`src/rtl/iir_pkg.sv`:
```
// Shared types and constants for the biquad cascade.
// Also carries a real-to-fixed helper for coefficient tables.
package iir_pkg;

  typedef enum logic [1:0] {
    IDLE,
    ISSUE,
    DRAIN,
    WB
  } state_t;

  localparam int B0   = 0;
  localparam int B1   = 1;
  localparam int B2   = 2;
  localparam int NA1  = 3;
  localparam int NA2  = 4;
  localparam int NK   = 5;
  localparam int ACCW = 48;

  function automatic longint to_fixed(real r, int frac);
    real s;
    s = r * (2.0 ** frac);
    if (s >= 0.0) return longint'($rtoi(s + 0.5));
    return longint'($rtoi(s - 0.5));
  endfunction

endpackage

```
`src/rtl/iir_mult_accum.sv`:
```
// Pipelined signed multiply-accumulate, LAT cycles issue to acc.
// load replaces the accumulator, otherwise the product is added.
module iir_mult_accum #(
  parameter int AW   = 25,
  parameter int BW   = 18,
  parameter int ACCW = 48,
  parameter int LAT  = 3
) (
  input  logic                   clk,
  input  logic                   resetn,
  input  logic                   en,
  input  logic                   load,
  input  logic signed [AW-1:0]   a,
  input  logic signed [BW-1:0]   b,
  output logic signed [ACCW-1:0] acc
);

  localparam int PW = AW + BW;

  logic signed [PW-1:0]   prod;
  logic signed [ACCW-1:0] pext;
  logic                   v_l;
  logic                   ld_l;
  logic signed [ACCW-1:0] p_l;

  assign prod = a * b;
  assign pext = {{(ACCW-PW){prod[PW-1]}}, prod};

  generate
    if (LAT == 1) begin : g_direct
      assign v_l  = en;
      assign ld_l = load;
      assign p_l  = pext;
    end else begin : g_pipe
      logic [LAT-2:0]         v_q;
      logic [LAT-2:0]         ld_q;
      logic signed [ACCW-1:0] p_q [LAT-1];

      always_ff @(posedge clk or negedge resetn) begin
        if (!resetn) begin
          v_q  <= '0;
          ld_q <= '0;
          for (int i = 0; i < LAT-1; i++) p_q[i] <= '0;
        end else begin
          v_q[0]  <= en;
          ld_q[0] <= load;
          p_q[0]  <= pext;
          for (int i = 1; i < LAT-1; i++) begin
            v_q[i]  <= v_q[i-1];
            ld_q[i] <= ld_q[i-1];
            p_q[i]  <= p_q[i-1];
          end
        end
      end

      assign v_l  = v_q[LAT-2];
      assign ld_l = ld_q[LAT-2];
      assign p_l  = p_q[LAT-2];
    end
  endgenerate

  always_ff @(posedge clk or negedge resetn) begin
    if (!resetn)  acc <= '0;
    else if (v_l) acc <= ld_l ? p_l : acc + p_l;
  end

endmodule

```
`src/rtl/round_n_sat.sv`:
```
// Round half-up by dropping SHIFT LSBs, then clamp to OW bits.
// sat flags any clamp.
module round_n_sat #(
  parameter int IW    = 48,
  parameter int OW    = 25,
  parameter int SHIFT = 14
) (
  input  logic signed [IW-1:0] din,
  output logic signed [OW-1:0] dout,
  output logic                 sat
);

  localparam logic signed [IW:0] HALF = (IW+1)'(1) << (SHIFT-1);

  logic signed [IW:0] sum;
  logic signed [IW:0] shr;
  logic               hi_ones;
  logic               hi_zero;

  assign sum     = {din[IW-1], din} + HALF;
  assign shr     = sum >>> SHIFT;
  assign hi_ones = &shr[IW:OW-1];
  assign hi_zero = ~|shr[IW:OW-1];
  assign sat     = !(hi_ones || hi_zero);

  always_comb begin
    dout = shr[OW-1:0];
    if (sat) begin
      if (shr[IW]) dout = {1'b1, {(OW-1){1'b0}}};
      else         dout = {1'b0, {(OW-1){1'b1}}};
    end
  end

endmodule

```
`src/rtl/iir_sos_cascade.sv`:
```
// Cascade of Direct Form I biquads time-shared over one MAC.
// Each section: 5 issues, MAC drain, one write-back cycle.
module iir_sos_cascade
  import iir_pkg::*;
#(
  parameter int NSEC    = 4,
  parameter int NDINT   = 3,
  parameter int NDFRAC  = 22,
  parameter int NCINT   = 4,
  parameter int NCFRAC  = 14,
  parameter int MAC_LAT = 3,
  localparam int DW     = NDINT + NDFRAC,
  localparam int CW     = NCINT + NCFRAC,
  localparam int NCOEF  = NK * NSEC,
  localparam int AW     = $clog2(NCOEF)
) (
  input  logic          clk,
  input  logic          resetn,
  input  logic          in_valid,
  output logic          in_ready,
  input  logic [DW-1:0] in_data,
  input  logic          bypass,
  output logic          out_valid,
  output logic [DW-1:0] out_data,
  input  logic          coef_we,
  input  logic [AW-1:0] coef_addr,
  input  logic [CW-1:0] coef_data,
  output logic          sat_flag,
  input  logic          sat_clr
);

  localparam int SW  = (NSEC > 1) ? $clog2(NSEC) : 1;
  localparam int NS2 = 1 << SW;
  localparam int NCA = 1 << AW;
  localparam int LW  = $clog2(MAC_LAT + 1);
  localparam logic signed [CW-1:0] ONE = CW'(1) << NCFRAC;

  state_t state_q, state_d;

  logic [2:0]    k_q;
  logic [LW-1:0] d_q;
  logic [SW-1:0] s_q;
  logic          accept;
  logic          last_k;
  logic          last_d;
  logic          last_s;
  logic          byp_q;

  logic signed [DW-1:0] cur_x;
  logic signed [DW-1:0] byp_data;
  logic signed [CW-1:0] coef [NCA];
  logic signed [DW-1:0] x1 [NS2];
  logic signed [DW-1:0] x2 [NS2];
  logic signed [DW-1:0] y1 [NS2];
  logic signed [DW-1:0] y2 [NS2];

  logic [AW-1:0]          cidx;
  logic                   mac_en;
  logic                   mac_ld;
  logic signed [DW-1:0]   mac_a;
  logic signed [CW-1:0]   mac_b;
  logic signed [ACCW-1:0] acc;
  logic signed [DW-1:0]   y;
  logic                   sat;

  assign in_ready = (state_q == IDLE);
  assign accept   = in_valid && in_ready;
  assign last_k   = (k_q == 3'd4);
  assign last_d   = (d_q == LW'(MAC_LAT - 1));
  assign last_s   = (s_q == SW'(NSEC - 1));

  always_ff @(posedge clk or negedge resetn) begin
    if (!resetn) state_q <= IDLE;
    else         state_q <= state_d;
  end

  always_comb begin
    state_d = state_q;
    unique case (state_q)
      IDLE:    if (accept && !bypass) state_d = ISSUE;
      ISSUE:   if (last_k) state_d = DRAIN;
      DRAIN:   if (last_d) state_d = WB;
      WB:      state_d = last_s ? IDLE : ISSUE;
      default: state_d = IDLE;
    endcase
  end

  always_ff @(posedge clk or negedge resetn) begin
    if (!resetn) begin
      k_q <= '0;
      d_q <= '0;
      s_q <= '0;
    end else begin
      if (state_q == ISSUE) k_q <= last_k ? 3'd0 : k_q + 3'd1;
      if (state_q == DRAIN) d_q <= last_d ? '0 : d_q + 1'b1;
      if (accept)               s_q <= '0;
      else if (state_q == WB)   s_q <= s_q + 1'b1;
    end
  end

  // b0,b1,b2 pair with x,x1,x2; -a1,-a2 with y1,y2
  assign cidx   = AW'(NK * int'(s_q) + int'(k_q));
  assign mac_en = (state_q == ISSUE);
  assign mac_ld = (k_q == 3'd0);
  assign mac_b  = coef[cidx];

  always_comb begin
    mac_a = cur_x;
    unique case (k_q)
      3'd1:    mac_a = x1[s_q];
      3'd2:    mac_a = x2[s_q];
      3'd3:    mac_a = y1[s_q];
      3'd4:    mac_a = y2[s_q];
      default: mac_a = cur_x;
    endcase
  end

  iir_mult_accum #(
    .AW   (DW),
    .BW   (CW),
    .ACCW (ACCW),
    .LAT  (MAC_LAT)
  ) u_mac (
    .clk    (clk),
    .resetn (resetn),
    .en     (mac_en),
    .load   (mac_ld),
    .a      (mac_a),
    .b      (mac_b),
    .acc    (acc)
  );

  round_n_sat #(
    .IW    (ACCW),
    .OW    (DW),
    .SHIFT (NCFRAC)
  ) u_rns (
    .din  (acc),
    .dout (y),
    .sat  (sat)
  );

  always_ff @(posedge clk or negedge resetn) begin
    if (!resetn) begin
      for (int i = 0; i < NCA; i++)
        coef[i] <= ((i % NK) == B0) ? ONE : '0;
    end else if (coef_we && int'(coef_addr) < NCOEF) begin
      coef[coef_addr] <= coef_data;
    end
  end

  always_ff @(posedge clk or negedge resetn) begin
    if (!resetn) begin
      cur_x     <= '0;
      byp_q     <= 1'b0;
      byp_data  <= '0;
      out_valid <= 1'b0;
      out_data  <= '0;
      sat_flag  <= 1'b0;
      for (int i = 0; i < NS2; i++) begin
        x1[i] <= '0;
        x2[i] <= '0;
        y1[i] <= '0;
        y2[i] <= '0;
      end
    end else begin
      out_valid <= byp_q;
      byp_q     <= accept && bypass;
      if (byp_q) out_data <= byp_data;
      if (accept) begin
        cur_x    <= in_data;
        byp_data <= in_data;
      end
      if (state_q == WB) begin
        x1[s_q] <= cur_x;
        x2[s_q] <= x1[s_q];
        y1[s_q] <= y;
        y2[s_q] <= y1[s_q];
        cur_x   <= y;
        if (last_s) begin
          out_valid <= 1'b1;
          out_data  <= y;
        end
      end
      if (state_q == WB && sat) sat_flag <= 1'b1;
      else if (sat_clr)         sat_flag <= 1'b0;
    end
  end

endmodule
```
`config.mk`:
```
export PLATFORM = sky130hd
export DESIGN_NAME = iir_sos_cascade
export DESIGN_NICKNAME = d
export VERILOG_FILES = /design/src/rtl/iir_pkg.sv /design/src/rtl/iir_mult_accum.sv /design/src/rtl/round_n_sat.sv /design/src/rtl/iir_sos_cascade.sv
export SDC_FILE = /design/constraint.sdc
export NUM_CORES = 2
export LEC_CHECK = 0
export ABC_AREA = 1
export CORE_ASPECT_RATIO = 0.9
export CORE_MARGIN = 1.5
export CORE_UTILIZATION = 65
export CTS_CLUSTER_SIZE = 24
export DETAILED_ROUTE_END_ITERATION = 8
export PLACE_DENSITY = 0.93
export SLEW_MARGIN = 10
export SYNTH_ARGS = -nofsm -noshare
export SYNTH_HDL_FRONTEND = slang
export SYNTH_SLANG_ARGS = --single-unit
```
`constraint.sdc`:
```
create_clock -name clk -period 19.47 [get_ports clk]
set_input_delay 1.947 -clock clk [delete_from_list [all_inputs] [get_ports clk]]
set_output_delay 1.947 -clock clk [all_outputs]
set_load 0.02 [all_outputs]
```
==> parameters.txt <==
Parameter                              Value

Drt
  Iteration-0 DRC Markers    9364
  Initial DRT Pass Iterations    8
  Post-DR wirelength/cell    around 22 um
  Residual antenna-violating net count after detailed routing    0
  Vias per cell    around 6.3
  Number of design rule violations left after detail routing    0
  Detailed-route via count    around 62000
  Wire length after detailed routing    between 200000 and 250000 um

Floorplan
  Core Footprint    109000 um2
  Horizontal die dimension    between 300 and 400 um
  DIE AREA    around 110000 um2
  Row count    115
  Initial cell density of the core    0.656
  Top Ports    between 80 and 90
  Chip Height    ~320 um

Setup path
  Reg-to-reg slack, setup    8.58 ns
  Most frequent CP cell    sky130_fd_sc_hd__inv_1
  Worst Path Arrival    11.53 ns
  Critical Path End Type    register
  Largest fanout of any net on the critical path    between 60 and 70
  Startpoint type of the worst setup path    register
  Standard cell with the maximum stage delay on the critical path    sky130_fd_sc_hd__dfrtp_2
  Worst Path Required    a little over 20 ns
  Largest stage delay on the critical path    around 0.89 ns
  Classification of the worst setup path    reg -> reg

Logic synthesis
  Mean post-synth cell area    approximately 8.3 um2
  Share of the synthesized area in compound gates (AO/OA/AOI/OAI)    0.144
  Number of enable flip-flop cells after synthesis    0
  Share of cell area taken by muxes after synthesis    0.000140
  Flops & latches, synth    roughly 1200
  Post-synthesis share of cell area spent on full adders, half adders and majority gates    0.154
  Post-synthesis async set-or-reset flop share    1.00
  Sequential cell area fraction in the yosys report    0.420
  Cell count after synthesis    8631
  Distinct cell type count of the synthesized netlist    58
  Dominant combinational cell family by area after synthesis    simple AND/OR/NAND/NOR gates
  Share of the synthesized netlist area taken by xor and xnor gates    0.0104
  Primary FF master, synth    sky130_fd_sc_hd__dfrtp_1
  Syn Std Cell Area    approximately 72000 um2
  Simple-gate share of the synthesized area    0.184
  Number of warnings reported in the yosys synthesis log    0
  Net Count, Synth    approximately 9300

Layout
  Number of inserted filler cells in the final layout    approximately 7500
  Most frequent cells in the layout    sky130_fd_sc_hd__nand2_1, sky130_fd_sc_hd__dfrtp_1, sky130_fd_sc_hd__o21ai_0
  Fraction of layout instances using a drive strength above 1    0.0497
  Area delta synth->final    6.37%
  Diodes inserted    0
  Most common library cell in the layout ignoring fill and taps    sky130_fd_sc_hd__nand2_1
  Net total in the final layout    between 8000 and 9000
  Multi-input logic area    between 30000 and 40000 um2
  FF/Latch Area    about 30000 um2
  Number of non-filler instances in the completed layout    slightly below 10000

Min path
  Class of the worst hold path    reg -> reg

Clock network
  CTS tree    yes
  Buffer levels on the longest clock path    3
  Hold-fix buffer count after cts    0
  H-tree levels    3
  Clock latency on the worst-skew pair    a little under 0.8 ns
  Number of setup buffers added after CTS    0
  Number of gates resized after cts    0
  Num CTS Buffers    around 110
  Clock Root Buffer    sky130_fd_sc_hd__clkbuf_16
  Clock sink count    about 1200
  Clock-pin slew reported for the worst setup and hold paths after clock tree synthesis    roughly 0.07 ns

Global route
  Vias in the first global route    ~62000
  Antenna violations before repair    2
  All-layer global routing usage    0.387
  Global route total overflow    0
  Wire length of the first global-routing pass    around 340000 um
  Largest net degree at the start of global routing    133

Place
  Global placement routability congestion    between 1 and 1.5
  Number of buffers added on ports    between 80 and 90
  Number of placed cells counting well taps    9584
  HPWL reported at the end of detailed placement    between 100000 and 150000 um

STA
  Total negative slack    0 ns
  Period minus WS final    between 10 and 15 ns
  Worst relative slew slack    0.173
  Final hold slack    between 0.3 and 0.4 ns
  Number of pins exceeding their max-slew limit in the final report    0
  Final Hold Violating Endpoints    0
  Worst clock skew    0.103 ns
  Worst-Margin Slew    ~1.2 ns
  Tcrit/Tclk final    0.559
  RSZ-0062 raised after global routing    false
  Maximum frequency from static timing analysis    91.8 MHz
  Final setup violation count    0

Run status
  Run status    finished clean

Job
  Number of maximum-capacitance violations    0
path summary, 6_finish.rpt:
check / to / startpoint / cells after the start
worst max register to register: u_mac.g_pipe.p_q[85] / s_q[1] / 33
worst min register to register: u_mac.p_l[17] / u_mac.g_pipe.p_q[65] / 0
worst min-delay path: u_mac.p_l[17] / u_mac.g_pipe.p_q[65] / 0
min in group asynchronous: u_mac.acc[46] / resetn / 1
max in group asynchronous: coef[268] / resetn / 5
worst max-delay path: u_mac.g_pipe.p_q[85] / s_q[1] / 33
layout make-up:
class | instances | area share
sequential | 1201 | 0.395
clock inverter | 46 | 0.00729
inverter | 887 | 0.0440
tap | 1462 | 0.0240
multi-input combinational | 5857 | 0.466
timing repair buffer | 177 | 0.0202
clock buffer | 168 | 0.0443
stage by stage:
| stage | setup WS, ns | area, um2 | utilization |
|---|---|---|---|
| floorplan | 11.85 | 71600 | - |
| global placement | 9.28 | 72200 | 0.662 |
| detailed placement | 9.05 | 72200 | 0.662 |
| CTS | 8.94 | 76200 | 0.698 |
| global route | 8.37 | 76200 | 0.698 |
| finish | 8.58 | 76200 | 0.698 |
layer usage:
| metal | share of wire | GRT usage | wire (um) |
|---|---|---|---|
| met5 | 0.000078 | 0 | 17 |
| met4 | 0.059 | 0.198 | 12800 |
| met3 | 0.14 | 0.114 | 30000 |
| met2 | 0.44 | 0.589 | 96400 |
| met1 | 0.36 | 0.507 | 78200 |
flip-flops by register name, indices dropped and copies added (netlist names):
name	cells
coef	576
x1	100
x2	100
y1	100
y2	100
u_mac.acc	48
u_mac.g_pipe.p_q	43
u_mac.p_l	43
byp_data	25
cur_x	25
out_data	25
k_q	3
d_q	2
s_q	2
state_q	2
u_mac.g_pipe.ld_q	2
u_mac.g_pipe.v_q	2
byp_q	1
out_valid	1
sat_flag	1
worst max-delay path, delay by kind of cell (launching register included):
family | cells | cell delay [ns]
AOI/OAI and AO/OA | 4 | 1.13
adders and majority gates | 9 | 4.09
DFF | 1 | 0.89
buffers and inverters | 10 | 2.89
and+or+nand+nor | 10 | 1.60
Yosys cell counts (5+ instances only):
master                        n  area share
sky130_fd_sc_hd__o311ai_0    21      0.0026
sky130_fd_sc_hd__xnor2_1     29      0.0035
sky130_fd_sc_hd__a221oi_1     9      0.0011
sky130_fd_sc_hd__a31oi_1     18      0.0016
sky130_fd_sc_hd__nor2_4       5     0.00079
sky130_fd_sc_hd__inv_1      865       0.045
sky130_fd_sc_hd__o221ai_1    24      0.0029
sky130_fd_sc_hd__o21ai_1      5     0.00035
sky130_fd_sc_hd__a21boi_0     7     0.00073
sky130_fd_sc_hd__o22ai_1     66      0.0058
sky130_fd_sc_hd__o22ai_2      6      0.0010
sky130_fd_sc_hd__nand4_1     33      0.0029
sky130_fd_sc_hd__a21o_1      10      0.0010
sky130_fd_sc_hd__nor2_2       6     0.00052
sky130_fd_sc_hd__fa_1       444        0.12
sky130_fd_sc_hd__clkbuf_1   484       0.025
sky130_fd_sc_hd__a21oi_1    420       0.029
sky130_fd_sc_hd__nor2_1     583       0.031
sky130_fd_sc_hd__nand3_1    153       0.011
sky130_fd_sc_hd__dfstp_2      7      0.0026
sky130_fd_sc_hd__inv_2       17     0.00089
sky130_fd_sc_hd__a221o_1     16      0.0022
sky130_fd_sc_hd__a32o_1      70      0.0098
sky130_fd_sc_hd__nor3_1      25      0.0017
sky130_fd_sc_hd__nand2_2     25      0.0022
sky130_fd_sc_hd__o31ai_1      6     0.00063
sky130_fd_sc_hd__dfrtp_1   1194        0.42
sky130_fd_sc_hd__nand2_4     21      0.0033
sky130_fd_sc_hd__buf_4       26      0.0027
sky130_fd_sc_hd__buf_1       28      0.0015
sky130_fd_sc_hd__buf_2      143       0.010
sky130_fd_sc_hd__ha_1       173       0.030
sky130_fd_sc_hd__o21bai_1    17      0.0018
sky130_fd_sc_hd__xor2_1      56      0.0068
sky130_fd_sc_hd__nand2_1   2484        0.13
sky130_fd_sc_hd__o211ai_1    87      0.0091
sky130_fd_sc_hd__o21ai_0    955       0.067
sky130_fd_sc_hd__a22oi_1     47      0.0049
cell families (layout without fill, tap and decap cells):
family          Yosys count  after routing
compound gates         1805           1805
xor+xnor                 85             85
fa+ha+maj               617            617
buf+inv                1573           1278
flops                  1201           1201
mux                       1              1
simple gates           3349           3349
Power is left out: the tool's default activity adds up to more than one toggle a clock period on the data nets, which glitch-free logic cannot reach.
